`config.mk`:
```
export PLATFORM = sky130hd
export DESIGN_NAME = regfile_wb_arbiter
export DESIGN_NICKNAME = d
export VERILOG_FILES = /design/src/rtl/regfile_wb_arbiter.sv
export SDC_FILE = /design/constraint.sdc
export NUM_CORES = 1
export LEC_CHECK = 0
export BUFFER_PORTS_ARGS = -buffer_cell sky130_fd_sc_hd__buf_2
export CAP_MARGIN = 30
export CORE_MARGIN = 2
export CORE_UTILIZATION = 52
export DETAILED_ROUTE_END_ITERATION = 8
export PLACE_DENSITY = 0.81
export SKIP_CTS_REPAIR_TIMING = 1
export SLEW_MARGIN = 20
export SYNTH_ARGS = -nofsm -noshare
export SYNTH_HDL_FRONTEND = slang
export SYNTH_SLANG_ARGS = --single-unit
```
`constraint.sdc`:
```
create_clock -name clk -period 3.95 [get_ports clk]
set_input_delay 0.79 -clock clk [delete_from_list [all_inputs] [get_ports clk]]
set_output_delay 0.79 -clock clk [all_outputs]
set_load 0.01 [all_outputs]
```
`src/rtl/regfile_wb_arbiter.sv`:
```
// regfile_wb_arbiter: shares the register-file write port between pipeline WB and a 1-entry MUL/DIV result buffer, with a pending-destination scoreboard; optional forwarding from the buffer under RF_ARB_BYPASS_EN
module regfile_wb_arbiter #(
  parameter int REG_WIDTH = 32,
  parameter int REG_COUNT = 32,
  parameter int STARVE_LIMIT = 4,
  localparam int AW = $clog2(REG_COUNT)
) (
  input  logic                 clk,
  input  logic                 reset,
  input  logic                 issue_valid,
  input  logic                 issue_md,
  input  logic [AW-1:0]        issue_rd,
  input  logic [AW-1:0]        rs1,
  input  logic [AW-1:0]        rs2,
  output logic                 issue_stall,
  input  logic                 wb_valid,
  input  logic [AW-1:0]        wb_rd,
  input  logic [REG_WIDTH-1:0] wb_data,
  output logic                 wb_stall,
  input  logic                 md_valid,
  input  logic [AW-1:0]        md_rd,
  input  logic [REG_WIDTH-1:0] md_data,
  output logic                 md_ready,
  output logic                 RegWrite,
  output logic [AW-1:0]        rd,
  output logic [REG_WIDTH-1:0] BusW
`ifdef RF_ARB_BYPASS_EN
  ,
  output logic                 fwd_a_hit,
  output logic                 fwd_b_hit,
  output logic [REG_WIDTH-1:0] fwd_a,
  output logic [REG_WIDTH-1:0] fwd_b
`endif
);
  localparam int SW = $clog2(STARVE_LIMIT + 1);
  logic                 r_buf_full;
  logic [AW-1:0]        r_buf_rd;
  logic [REG_WIDTH-1:0] r_buf_data;
  logic [REG_COUNT-1:0] r_pending;
  logic [SW-1:0]        r_starve_cnt;
  logic                 w_force;
  logic                 w_md_grant;
  logic                 w_wb_grant;
  logic                 w_accept;
  logic                 w_hit_a;
  logic                 w_hit_b;
  logic [REG_COUNT-1:0] w_set;
  logic [REG_COUNT-1:0] w_clr;
  logic [SW-1:0]        w_starve_nxt;

  // Arbitration, write-port drive and stall generation
  always_comb begin
    w_force      = r_buf_full && (r_starve_cnt >= SW'(STARVE_LIMIT));
    w_md_grant   = r_buf_full && (w_force || !wb_valid);
    w_wb_grant   = wb_valid && !w_force;
    wb_stall     = w_force && wb_valid;
    md_ready     = !r_buf_full || w_md_grant;
    w_accept     = md_valid && md_ready;
    RegWrite     = w_md_grant ? (r_buf_rd != '0) : (w_wb_grant && wb_rd != '0);
    rd           = w_md_grant ? r_buf_rd : (w_wb_grant ? wb_rd : '0);
    BusW         = w_md_grant ? r_buf_data : (w_wb_grant ? wb_data : '0);
    w_starve_nxt = (!r_buf_full || w_md_grant) ? '0 :
                   (r_starve_cnt < SW'(STARVE_LIMIT) ? r_starve_cnt + SW'(1) : r_starve_cnt);
`ifdef RF_ARB_BYPASS_EN
    w_hit_a      = r_buf_full && r_buf_rd == rs1 && rs1 != '0;
    w_hit_b      = r_buf_full && r_buf_rd == rs2 && rs2 != '0;
    fwd_a_hit    = w_hit_a;
    fwd_b_hit    = w_hit_b;
    fwd_a        = w_hit_a ? r_buf_data : '0;
    fwd_b        = w_hit_b ? r_buf_data : '0;
`else
    w_hit_a      = 1'b0;
    w_hit_b      = 1'b0;
`endif
    issue_stall  = issue_valid && ((r_pending[rs1] && !w_hit_a) || (r_pending[rs2] && !w_hit_b) ||
                                   r_pending[issue_rd]);
    w_set        = '0;
    w_clr        = '0;
    w_set[issue_rd] = issue_valid && issue_md && !issue_stall && issue_rd != '0;
    w_clr[r_buf_rd] = w_md_grant;
  end

  // Buffer, starvation counter and scoreboard state; a same-cycle set beats a clear
  always_ff @(posedge clk or posedge reset) begin
    if (reset) begin
      r_buf_full   <= 1'b0;
      r_buf_rd     <= '0;
      r_buf_data   <= '0;
      r_pending    <= '0;
      r_starve_cnt <= '0;
    end else begin
      r_buf_full   <= w_accept || (r_buf_full && !w_md_grant);
      r_buf_rd     <= w_accept ? md_rd : r_buf_rd;
      r_buf_data   <= w_accept ? md_data : r_buf_data;
      r_pending    <= ((r_pending & ~w_clr) | w_set) & ~REG_COUNT'(1);
      r_starve_cnt <= w_starve_nxt;
    end
  end

  a_md_rd_pending: assert property (@(posedge clk) disable iff (reset)
    (md_valid && md_ready) |-> r_pending[md_rd])
    else $error("md result for a destination that is not pending");
endmodule

```
* After elaboration in Yosys (flattened, before gate mapping)
Cells that the tools add are included.
Widths: inputs -> output; s select.
** Operators by class
- Reduce and logical (&&, ||, !) cells :: 27
- Divide/modulo/power cells :: 0
- Equal/unequal tests :: 0
- Magnitude comparators :: 8
- Shift-type cells :: 0
- Muxes and demuxes :: 17
- Bitwise gates (word level) :: 5
- Add/subtract/negate cells :: 1
- Multiply operators :: 0
** Operators with widths (count)
- $and 32x32->32 :: 3
- $mux 32 :: 2
- $not 32->32 :: 1
- $or 32x32->32 :: 1
- $lt 5x6->1 const B :: 4
- $bmux 1 s5 :: 3
- $reduce_bool 5->1 :: 3
- $logic_and 1x1->1 :: 13
- $demux 1 s5 :: 2
- $ge 5x1->1 const B :: 2
- $mux 5 :: 2
- $mux 1 :: 6
- $mux 3 :: 2
- $logic_not 1->1 :: 5
- $logic_or 1x1->1 :: 5
- $add 3x1->3 const B :: 1
- $ge 3x3->1 const B :: 1
- $lt 3x3->1 const B :: 1
- $reduce_bool 2->1 :: 1
** Storage, ports and cells
- RAM bits :: 0
- Input bits :: 95
- Bits in registers :: 72
- Bits in latches :: 0
- Output and inout port bits :: 41
- Memories kept :: 0
- Logic and storage cells :: 63
- Bits in read-only memories :: 0

* Depth between registers and ports, before layout
Gate-level depths: netlist (run 1).
- Depth after elaboration :: 10
- Gate-level depth with buffers :: 9
- Mapped depth without buffers :: 6

* Worst setup path before layout (run 1)
No wires, ideal clock.
- Kind :: input to output
- Start point :: input rs2[0]
- End point :: output issue_stall
- Required time :: 3160 ps
- Data arrival time :: 2495 ps
- Stages on the path :: 7
- Slack :: 665 ps
- Buffers on the path :: 1
- Path through :: buf_6 > mux4_1 > mux2_2 > and3_4 > a311oi_4 > nand3_1 > o21a_1
** Between the ends
- Longest elaborated chain between the ends :: 5
** RTL lines
- start, declared :: line 14 : input logic [AW-1:0] rs2,
- $bmux 1 s5 :: line 75 : issue_stall = issue_valid && ((r_pending[rs1] && !w_hit_a) || (r_pending[rs2] && !w_hit_b) ||
- $mux 1 (not written as such) :: line 75
- $logic_or 1x1->1 (2 in series) :: line 75
- $logic_and 1x1->1 :: line 75
- end, declared :: line 15 : output logic issue_stall,
No other way between the ends. The select of a mux whose other input is x is not followed.

* Worst setup path in the final report (run 1)
Ends and elaborated chain as after synthesis.

==> results of run 1 <==
stage by stage:
stage / hold slack [ns] / utilization / cell area (µm²) / setup slack, ns / cells
after floorplan: 0.4099 / - / 4449 / 0.6645 / 453
after global placement: 0.4208 / 0.6218 / 5135 / 0.3957 / 662
after detailed placement: 0.4429 / 0.6218 / 5135 / 0.3595 / 662
after CTS: 0.4540 / 0.6468 / 5341 / 0.3576 / 678
after global routing: 0.4645 / 0.6468 / 5341 / 0.2685 / 678
final: 0.4461 / 0.6468 / 5341 / 0.3634 / 678
final cells by class:
type                            instances  area (µm²)
Timing Repair Buffer                  140       713.2
Sequential cell                        72        1802
Multi-Input combinational cell        338        2462
Clock inverter                          5       55.05
Tap cell                              105       131.4
Fill cell                             713        2917
Inverter                                7       26.28
Clock buffer                           11       151.4
routing by layer:
metal / vias up / wire [µm]
li1: 1892 / -
met1: 2012 / 4908
met2: 196 / 5882
met3: 32 / 1093
met4: 0 / 306
met5: - / 0
flip-flops by register name, summed over array words and instances, names as in the netlist:
name / cells
r_buf_data: 32
r_pending: 31
r_buf_rd: 5
r_starve_cnt: 3
r_buf_full: 1
cells by family after synthesis:
kind of cell	count (synthesis)	share of synthesized area
AO/OA/AOI/OAI	95	0.1606
adder cells (fa/ha/maj)	1	0.002812
buffers and inverters	43	0.04162
flip-flops	72	0.4049
multiplexers	75	0.2022
AND/OR/NAND/NOR	167	0.1879
Yosys cell counts, types with 6 or more instances:
cell / instances
o21ai_0: 34
buf_1: 11
clkbuf_1: 21
mux2i_1: 28
nor2_1: 8
mux2_2: 40
o31ai_1: 24
nand2_1: 81
nand3_1: 41
nand3b_1: 8
inv_1: 7
dfrtp_1: 72
nor2b_1: 7
o31ai_2: 6
power by group:
group / internal (µW) / total (µW) / switching [µW]
sequential: 834 / 925 / 91.7
clock: 324 / 595 / 271
combinational: 228 / 482 / 254
total: 1390 / 2000 / 617
worst paths after layout:
check                           depth (start not counted)             from              end
min in group asynchronous                               2            reset    r_buf_data[3]
worst min register to register                          1  r_starve_cnt[0]  r_starve_cnt[0]
worst max-delay path                                    8           rs2[0]      issue_stall
max in group asynchronous                               3            reset      r_buf_rd[2]
worst max register to register                          6     r_pending[8]    r_pending[19]
worst min-delay path                                    1  r_starve_cnt[0]  r_starve_cnt[0]
==> metrics.txt, run 1 <==
Die Span X 96.50 µm; power per cell area 374.9 mW/mm²; grt met1 use 0.3480; Chip Height around 97 µm; nets 664; predominant post-synthesis flop cell dfrtp_1; Tot GR Track Use 0.2726; ant diodes 0; Wirelength per Cell 17.98 µm; critical path capture point type output port; Worst VDD drop 0.2341 mV; met3 Resource Use GR 0.06982; Final HPWL DP between 8000 and 9000 µm; grt met2 use 0.4363; Final Setup Violations 0; max-cap viol count 0; cell repeated most along the worst path buf_2; H-tree lvl count 3; global-route wire length before repair 19420 µm; layout cells sized above 1 0.3822; data arrival time of the worst path 2.80 ns; Period Utilization, post-route 0.9080; R2R Setup Slk 1.40 ns; final WL 12190 µm; max incr delay on CP 0.58 ns; Final Max Slew Viols 0; Port-buffer cells approximately 140; Final GP Congestion 0.9369; post-synth top area share 0.4049; ranking of synthesized cells by area dfrtp_1, mux2_2, nand2_1, mux2i_1, nand3_1; Post-synth EDFFs 0; critical path type input port to output port; syn_nets ~550; Setup crit start kind input port; Ys Warns 0; syn_area_per_cell 9.822 µm²; Critical-path top delay cell mux4_1; CTS root buffer clkbuf_8; slew at the pin closest to its max-slew limit between 0.7 and 0.8 ns; Slew headroom 0.4993; Buffers & Inverters on Critical Path 2; fin crit period 3.587 ns; critical path required time 3.16 ns; Max Root-Sink Buffers 2; Initial Utilization 0.5388; Synth Register Bits 72; DRC 0; antenna-violating nets left 0; commonest cells after routing, fill and taps aside buf_2, nand2_1, dfrtp_1; synth unique cells 52; core area approximately 0.0083 mm²; largest net degree at the start of global routing 44; mapped cell area ~0.0044 mm²; Max FO, Critical Path 10; DRT iter0 DRCs 304; Hold Crit Class flip-flop to flip-flop; Clock Latency Late Sink between 0.3 and 0.4 ns; CTS tree built; Final Skew 0.01408 ns; number of global-route vias before repair approximately 4000; global routing's busiest layer met2; via count around 4100; RSZ-0062 raised after global routing false; Num CTS Buffers 9; Synth-to-Final Area Change 20.05%; leakage between 0.002 and 0.003 µW; Final Hold Fails 0; ys async rst share 1.000; Reg clk slew, reported paths 0.08 ns; std cell rows 33; iteration count of the initial detailed-routing pass 4; Gate Count Post-Synth 453; fmax ~280 MHz; Synth area leader dfrtp_1; crit-path cells buf_2, mux4_1, mux2_2, and3_4, a311oi_4, nand3_1, o21a_1, buf_2; status completed; GRT overflow 0; sequential area share after synthesis 0.4049; TritonCTS Sinks between 70 and 80; IO Pins 136; Top delay family on crit path multiplexers; total negative slack 0 ns; Die Area about 0.0093 mm²; commonest non-fill, non-tap cell in the layout buf_2; antenna violations before repair 0; Vias/cell 6.094; Tot Pwr 2003 µW
Power figures use the tool's default switching activity.
==> run 2: changes to the inputs <==
CORE_UTILIZATION = 56   (was 52)
PLACE_DENSITY = 0.89   (was 0.81)
clock period = 4.15 ns   (was 3.95 ns; I/O delays follow)
==> run 2 against run 1 <==
- sequential power is 4.4% lower
- flip-flop and latch count is the same
- cell area increased by 0.16%
- count of clock-buffer cells in the layout grew 2
- via count about the same
- largest power group unchanged
- highest routed layer unchanged
==> metrics.txt, run 2 (same netlist as run 1, synthesis figures left out) <==
Max FO, Critical Path 10 (unchanged); max FFs per register 32 (unchanged); most flop-heavy register r_buf_data (unchanged); DRC 0 (unchanged); number of global-route vias before repair 4152 (was 4098); R2R Setup Slk 1.57 ns (was 1.40 ns); Final Setup Violations 0 (unchanged); CTS root buffer clkbuf_8 (unchanged); antenna-violating nets left 0 (unchanged); Wirelength per Cell 18.77 µm (was 17.98 µm); Reg clk slew, reported paths 0.07 ns (was 0.08 ns); largest net degree at the start of global routing 44 (unchanged); antenna violations before repair 0 (unchanged); DRT iter0 DRCs 347 (was 304); layout cells sized above 1 0.3798 (was 0.3822); commonest non-fill, non-tap cell in the layout buf_2 (unchanged); std cell rows 32 (was 33); Period Utilization, post-route 0.8874; crit-path cells buf_2, mux4_1, mux2_2, and3_4, a311oi_4, nand3_1, o21a_1, buf_2 (unchanged); nets 665 (was 664); leakage 0.002590 µW (was 0.002579 µW); IO Pins 136 (unchanged); Tot GR Track Use 0.3019 (was 0.2726); CTS tree built (unchanged); met2 WL 6249 µm (was 5882 µm); Max Root-Sink Buffers 2 (unchanged); GRT overflow 0 (unchanged); core area 0.007727 mm² (was 0.008258 mm²); Top delay family on crit path multiplexers (unchanged); slew at the pin closest to its max-slew limit 0.4797 ns (was 0.7500 ns); Num CTS Buffers 9 (unchanged); CP Capture Point issue_stall (unchanged); ant diodes 0 (unchanged); Vias/cell 6.118 (was 6.094); Critical-path top delay cell mux4_1 (unchanged); via count 4136 (was 4132); commonest cells after routing, fill and taps aside buf_2, nand2_1, dfrtp_1 (unchanged); Setup crit start kind input port (unchanged); Highest Signal Layer met4 (unchanged); data arrival time of the worst path 2.85 ns (was 2.80 ns); max incr delay on CP 0.57 ns (was 0.58 ns); Worst VDD drop 0.3377 mV (was 0.2341 mV); Slew headroom 0.6773 (was 0.4993); worst reg2reg startpoint r_pending[9] (was r_pending[8]); Hold Crit Class input port to asynchronous set/reset pin (was flip-flop to flip-flop); fin crit period 3.683 ns; critical path required time 3.32 ns (was 3.16 ns); CP Launch Point rs2[0] (unchanged); # fillers 550 (was 713); H-tree lvl count 3 (unchanged); status completed (unchanged); Final GP Congestion 0.9410 (was 0.9369); final WL 12690 µm (was 12190 µm); Port-buffer cells 135 (unchanged); TritonCTS Sinks 72 (unchanged); global-route wire length before repair 20470 µm (was 19420 µm); max-cap viol count 0 (unchanged); fmax between 200 and 300 MHz; Setup WS pre-CTS 0.4907 ns (was 0.3595 ns); Post-Route M1 WL 5007 µm (was 4908 µm); cell repeated most along the worst path buf_2 (unchanged); Initial Utilization 0.5758 (was 0.5388); critical path capture point type output port (unchanged); WP depth 8 (unchanged); power per cell area 357.7 mW/mm² (was 374.9 mW/mm²); total negative slack 0 ns (unchanged); critical path type input port to output port (unchanged); reg2reg path depth 6 (unchanged); Final Max Slew Viols 0 (unchanged); iteration count of the initial detailed-routing pass 5 (was 4); Die Area 0.008674 mm² (was 0.009312 mm²); biggest regs r_buf_data: 32 flops, r_pending: 31 flops, r_buf_rd: 5 flops (unchanged); Die Span X 93.14 µm (was 96.50 µm); Chip Height 93.14 µm (was 96.50 µm); DR WL met3 1095 µm (was 1093 µm); Buffers & Inverters on Critical Path 2 (unchanged); RSZ-0062 raised after global routing false (unchanged); Final HPWL DP 9117 µm (was 8986 µm); Synth-to-Final Area Change 20.25% (was 20.05%); RR Endpoint r_pending[17] (was r_pending[19]); Final Hold Fails 0 (unchanged); Final Skew 0.007654 ns (was 0.01408 ns); worst setup margin 0.4672 ns (was 0.3634 ns); Clock Latency Late Sink 0.35 ns (about the same)
==> run 2: report_power, final <==
| group | internal [µW] | switching (µW) |
|---|---|---|
| sequential | 794 | 90.2 |
| clock | 309 | 254 |
| combinational | 219 | 247 |
==> run 2: per-layer routing <==
metal / up-vias / track usage
met5: - / 0
met1: 1986 / 0.3658
met3: 36 / 0.07333
met2: 213 / 0.5217
met4: 0 / 0.1140
li1: 1901 / -
==> run 2: area by class of cell <==
class	count	area (µm²)	area share
Tap cell	102	127.6	0.02385
Timing Repair Buffer	141	733.2	0.1370
Inverter	7	26.28	0.004911
Clock buffer	13	158.9	0.02970
Sequential cell	72	1802	0.3368
Clock inverter	3	40.04	0.007484
Multi-Input combinational cell	338	2462	0.4602
==> run 2: worst register-to-register path, stage by stage (launching register included) <==
cell	delay, ns
dfrtp_1	0.43
mux4_1	0.51
mux2_2	0.27
and3_4	0.18
a311oi_4	0.34
nand4_4	0.36
o31ai_1	0.38
==> run 2: worst min-delay path by stage <==
stage                         start              end  depth (start not counted)
finish                        reset    r_buf_data[7]                          2
global route                  reset    r_buf_data[5]                          2
CTS                 r_starve_cnt[0]  r_starve_cnt[0]                          1
detailed placement  r_starve_cnt[0]  r_starve_cnt[0]                          1
global placement    r_starve_cnt[0]  r_starve_cnt[0]                          1
floorplan           r_starve_cnt[0]  r_starve_cnt[0]                          1
==> run 2: metrics by stage <==
stage	std cells	instance area [µm²]	util	hold WS [ns]	total power [µW]
after global placement	659	5131	0.6640	0.4209	1327
after CTS	675	5330	0.6898	0.4462	1911
after floorplan	453	4449	-	0.4099	1177
after detailed placement	659	5131	0.6640	0.4362	1350
after global routing	676	5350	0.6924	0.3784	1999
final	676	5350	0.6924	0.3697	1914
==> run 3: changes to the inputs <==
ABC_AREA = 1   (was default)
CORE_UTILIZATION = 57   (was 56)
PLACE_DENSITY = 0.9   (was 0.89)
==> run 3 against run 2 <==
- cell area is 0.87% higher
- core utilization rose by 0.24 points
- first-iteration DRC count increased by 55%
- setup slack improved by 0.48 ns
- hold slack better by 0.070 ns
- maximum frequency grew 15%
- wire length increased by 22%
- global-route usage increased by 5.9 points
- die area up 1.5%
- highest routed layer unchanged
==> metrics.txt, run 3 <==
# fillers 635 (was 550); Final Skew 0.02248 ns (was 0.007654 ns); register area 0.001802 mm² (unchanged); Tot GR Track Use 0.3609 (was 0.3019); Worst VDD drop 0.2586 mV (was 0.3377 mV); Post-Synth Simple-Gate Area 0.2848 (was 0.1879); power per cell area 366.1 mW/mm² (was 357.7 mW/mm²); Die Span X 93.83 µm (was 93.14 µm); RR Endpoint r_buf_data[7] (was r_pending[17]); DRC 0 (unchanged); Max Root-Sink Buffers 2 (unchanged); Wirelength per Cell 18.78 µm (was 18.77 µm); Final Max Slew Viols 0 (unchanged); Reg clk slew, reported paths 0.07 ns (about the same); Clock Latency Late Sink 0.37 ns (was 0.35 ns); slew at the pin closest to its max-slew limit 0.9583 ns (was 0.4797 ns); Ys Warns 0 (unchanged); syn_area_per_cell 7.704 µm² (was 9.822 µm²); Synth-to-Final Area Change 17.33% (was 20.25%); synth unique cells 33 (was 52); Final Setup Violations 0 (unchanged); critical path type input port to output port (unchanged); fin crit period 3.201 ns (was 3.683 ns); GRT overflow 0 (unchanged); Chip Height 93.83 µm (was 93.14 µm); most frequent cell after synthesis nand2_1 (unchanged); commonest cells in the netlist nand2_1, dfrtp_1, nand3_1, inv_1, nor2_1 (was nand2_1, dfrtp_1, nand3_1, mux2_2, o21ai_0); final WL 15500 µm (was 12690 µm); HP Start r_starve_cnt[0]; post-synth top area share 0.3917 (was 0.4049); TritonCTS Sinks 72 (unchanged); max incr delay on CP 0.27 ns (was 0.57 ns); Hold Path Depth 1; IO Pins 136 (unchanged); number of global-route vias before repair 4721 (was 4152); multi-input logic area 0.002288 mm² (was 0.002462 mm²); max-cap viol count 0 (unchanged); critical path required time 3.32 ns (about the same); Setup crit start kind input port (unchanged); Gate Count Post-Synth 597 (was 453); cell repeated most along the worst path nand2_1 (was buf_2); Die Area 0.008804 mm² (was 0.008674 mm²); main combinational cell family by area after synthesis simple AND/OR/NAND/NOR gates (was multiplexers); worst reg2reg startpoint r_buf_full (was r_pending[9]); global-route wire length before repair 24360 µm (was 20470 µm); ys async rst share 1.000 (unchanged); Num CTS Buffers 9 (unchanged); H-tree lvl count 3 (unchanged); Final Hold Fails 0 (unchanged); crit-path cells buf_2, clkinv_2, nand2_1, nand3_1, nand3_1, nand3_1, nand2_1, nand2_1, nand2_1, nor2_2, a21boi_0, buf_2 (was buf_2, mux4_1, mux2_2, and3_4, a311oi_4, nand3_1, o21a_1, buf_2); syn_nets 693 (was 549); nets 814 (was 665); most flop-heavy register r_buf_data (unchanged); Hold Path End r_starve_cnt[0]; iteration count of the initial detailed-routing pass 6 (was 5); Critical-path top delay cell buf_2 (was mux4_1); Max FO, Critical Path 17 (was 10); Synth area leader dfrtp_1 (unchanged); total negative slack 0 ns (unchanged); mux share of post-synthesis cell area 0.07590 (was 0.2022); Synth Register Bits 72 (unchanged); Hold Crit Class flip-flop to flip-flop (was input port to asynchronous set/reset pin); Final HPWL DP 11050 µm (was 9117 µm); Synth Area in Compound Gates 0.1341 (was 0.1606); xor/xnor share of the synthesized area 0 (unchanged); max FFs per register 32 (unchanged); R2R Setup Slk 1.42 ns (was 1.57 ns); RSZ-0062 raised after global routing false (unchanged); CTS tree built (unchanged); DRT iter0 DRCs 537 (was 347); predominant post-synthesis flop cell dfrtp_1 (unchanged); Period Utilization, post-route 0.7712 (was 0.8874); core area 0.007767 mm² (was 0.007727 mm²); layout cells sized above 1 0.2794 (was 0.3798); status completed (unchanged); Setup WS pre-CTS 0.6882 ns (was 0.4907 ns); fmax 312.4 MHz (was 271.5 MHz); Post-synth EDFFs 0 (unchanged); std cell rows 32 (unchanged); via count 5013 (was 4136); Slew headroom 0.3604 (was 0.6773); reg2reg path depth 7 (was 6); Vias/cell 6.076 (was 6.118); antenna violations before repair 0 (unchanged); data arrival time of the worst path 2.37 ns (was 2.85 ns); leakage 0.002867 µW (was 0.002590 µW); commonest non-fill, non-tap cell in the layout buf_2 (unchanged); commonest cells after routing, fill and taps aside buf_2, nand2_1, dfrtp_1 (unchanged); worst setup margin 0.9495 ns (was 0.4672 ns); Synth Area in Adders 0.002720 (was 0.002812); largest net degree at the start of global routing 38 (was 44); ant diodes 0 (unchanged); mapped cell area 0.004599 mm² (was 0.004449 mm²); antenna-violating nets left 0 (unchanged); Port-buffer cells 135 (unchanged); Final GP Congestion 1.119 (was 0.9410); Initial Utilization 0.5921 (was 0.5758); biggest regs r_buf_data: 32 flops, r_pending: 31 flops, r_buf_rd: 5 flops (unchanged); CTS root buffer clkbuf_8 (unchanged); critical path capture point type output port (unchanged); ranking of synthesized cells by area dfrtp_1, nand2_1, nand3_1, mux2_2, a22o_1 (was dfrtp_1, mux2_2, nand2_1, mux2i_1, nand3_1); sequential area share after synthesis 0.3917 (was 0.4049)
run 3: final cells by class:
| type | instances | area share |
|---|---|---|
| clock buffers | 11 | 0.02434 |
| clock inverters | 5 | 0.006260 |
| well taps | 102 | 0.02365 |
| flip-flops and latches | 72 | 0.3339 |
| multi-input cells | 421 | 0.4241 |
| repair buffers | 140 | 0.1359 |
| inverters | 74 | 0.05194 |
run 3: worst max path at each step:
stage / from / end / slack [ns] / cells after the start
finish: rs1[0] / issue_stall / 0.95 / 12
global placement: wb_valid / BusW[26] / 0.88 / 6
CTS: wb_valid / BusW[12] / 0.68 / 6
floorplan: rs1[0] / issue_stall / 1.40 / 12
global route: rs1[0] / issue_stall / 0.81 / 12
detailed placement: wb_valid / BusW[12] / 0.69 / 6
run 3: per-layer routing:
layer / vias up / routed length (µm) / track usage
li1: 2262 / - / -
met1: 2328 / 5692 / 0.4779
met2: 371 / 7377 / 0.5851
met3: 52 / 1878 / 0.07063
met4: 0 / 549 / 0.1413
met5: - / 0 / 0
run 3: cell families after synthesis:
family | count (synthesis)
mux | 31
compound gates | 94
simple gates | 295
buf+inv | 104
flops | 72
fa+ha+maj | 1
run 3: metrics by stage:
| step | hold slack, ns | area (µm²) | cells | util | total power, µW |
|---|---|---|---|---|---|
| 2_1_floorplan | 0.4099 | 4599 | 597 | - | 1262 |
| 3_3_place_gp | 0.4214 | 5204 | 808 | 0.6699 | 1444 |
| 6_report | 0.4400 | 5396 | 825 | 0.6947 | 1976 |
| 3_5_place_dp | 0.4353 | 5204 | 808 | 0.6699 | 1465 |
| 4_1_cts | 0.4446 | 5369 | 824 | 0.6912 | 1943 |
| 5_1_grt | 0.4734 | 5396 | 825 | 0.6947 | 2065 |
run 3: worst max-delay path: cells and delay by family:
family | cells | cell delay, ns
AO/OA/AOI/OAI | 1 | 0.16
AND/OR/NAND/NOR | 8 | 0.68
buffers and inverters | 3 | 0.68
run 3: power breakdown:
group | internal [µW] | total (µW) | switching [µW]
registers | 808 | 900 | 92.8
clock network | 216 | 492 | 276
logic | 220 | 583 | 363
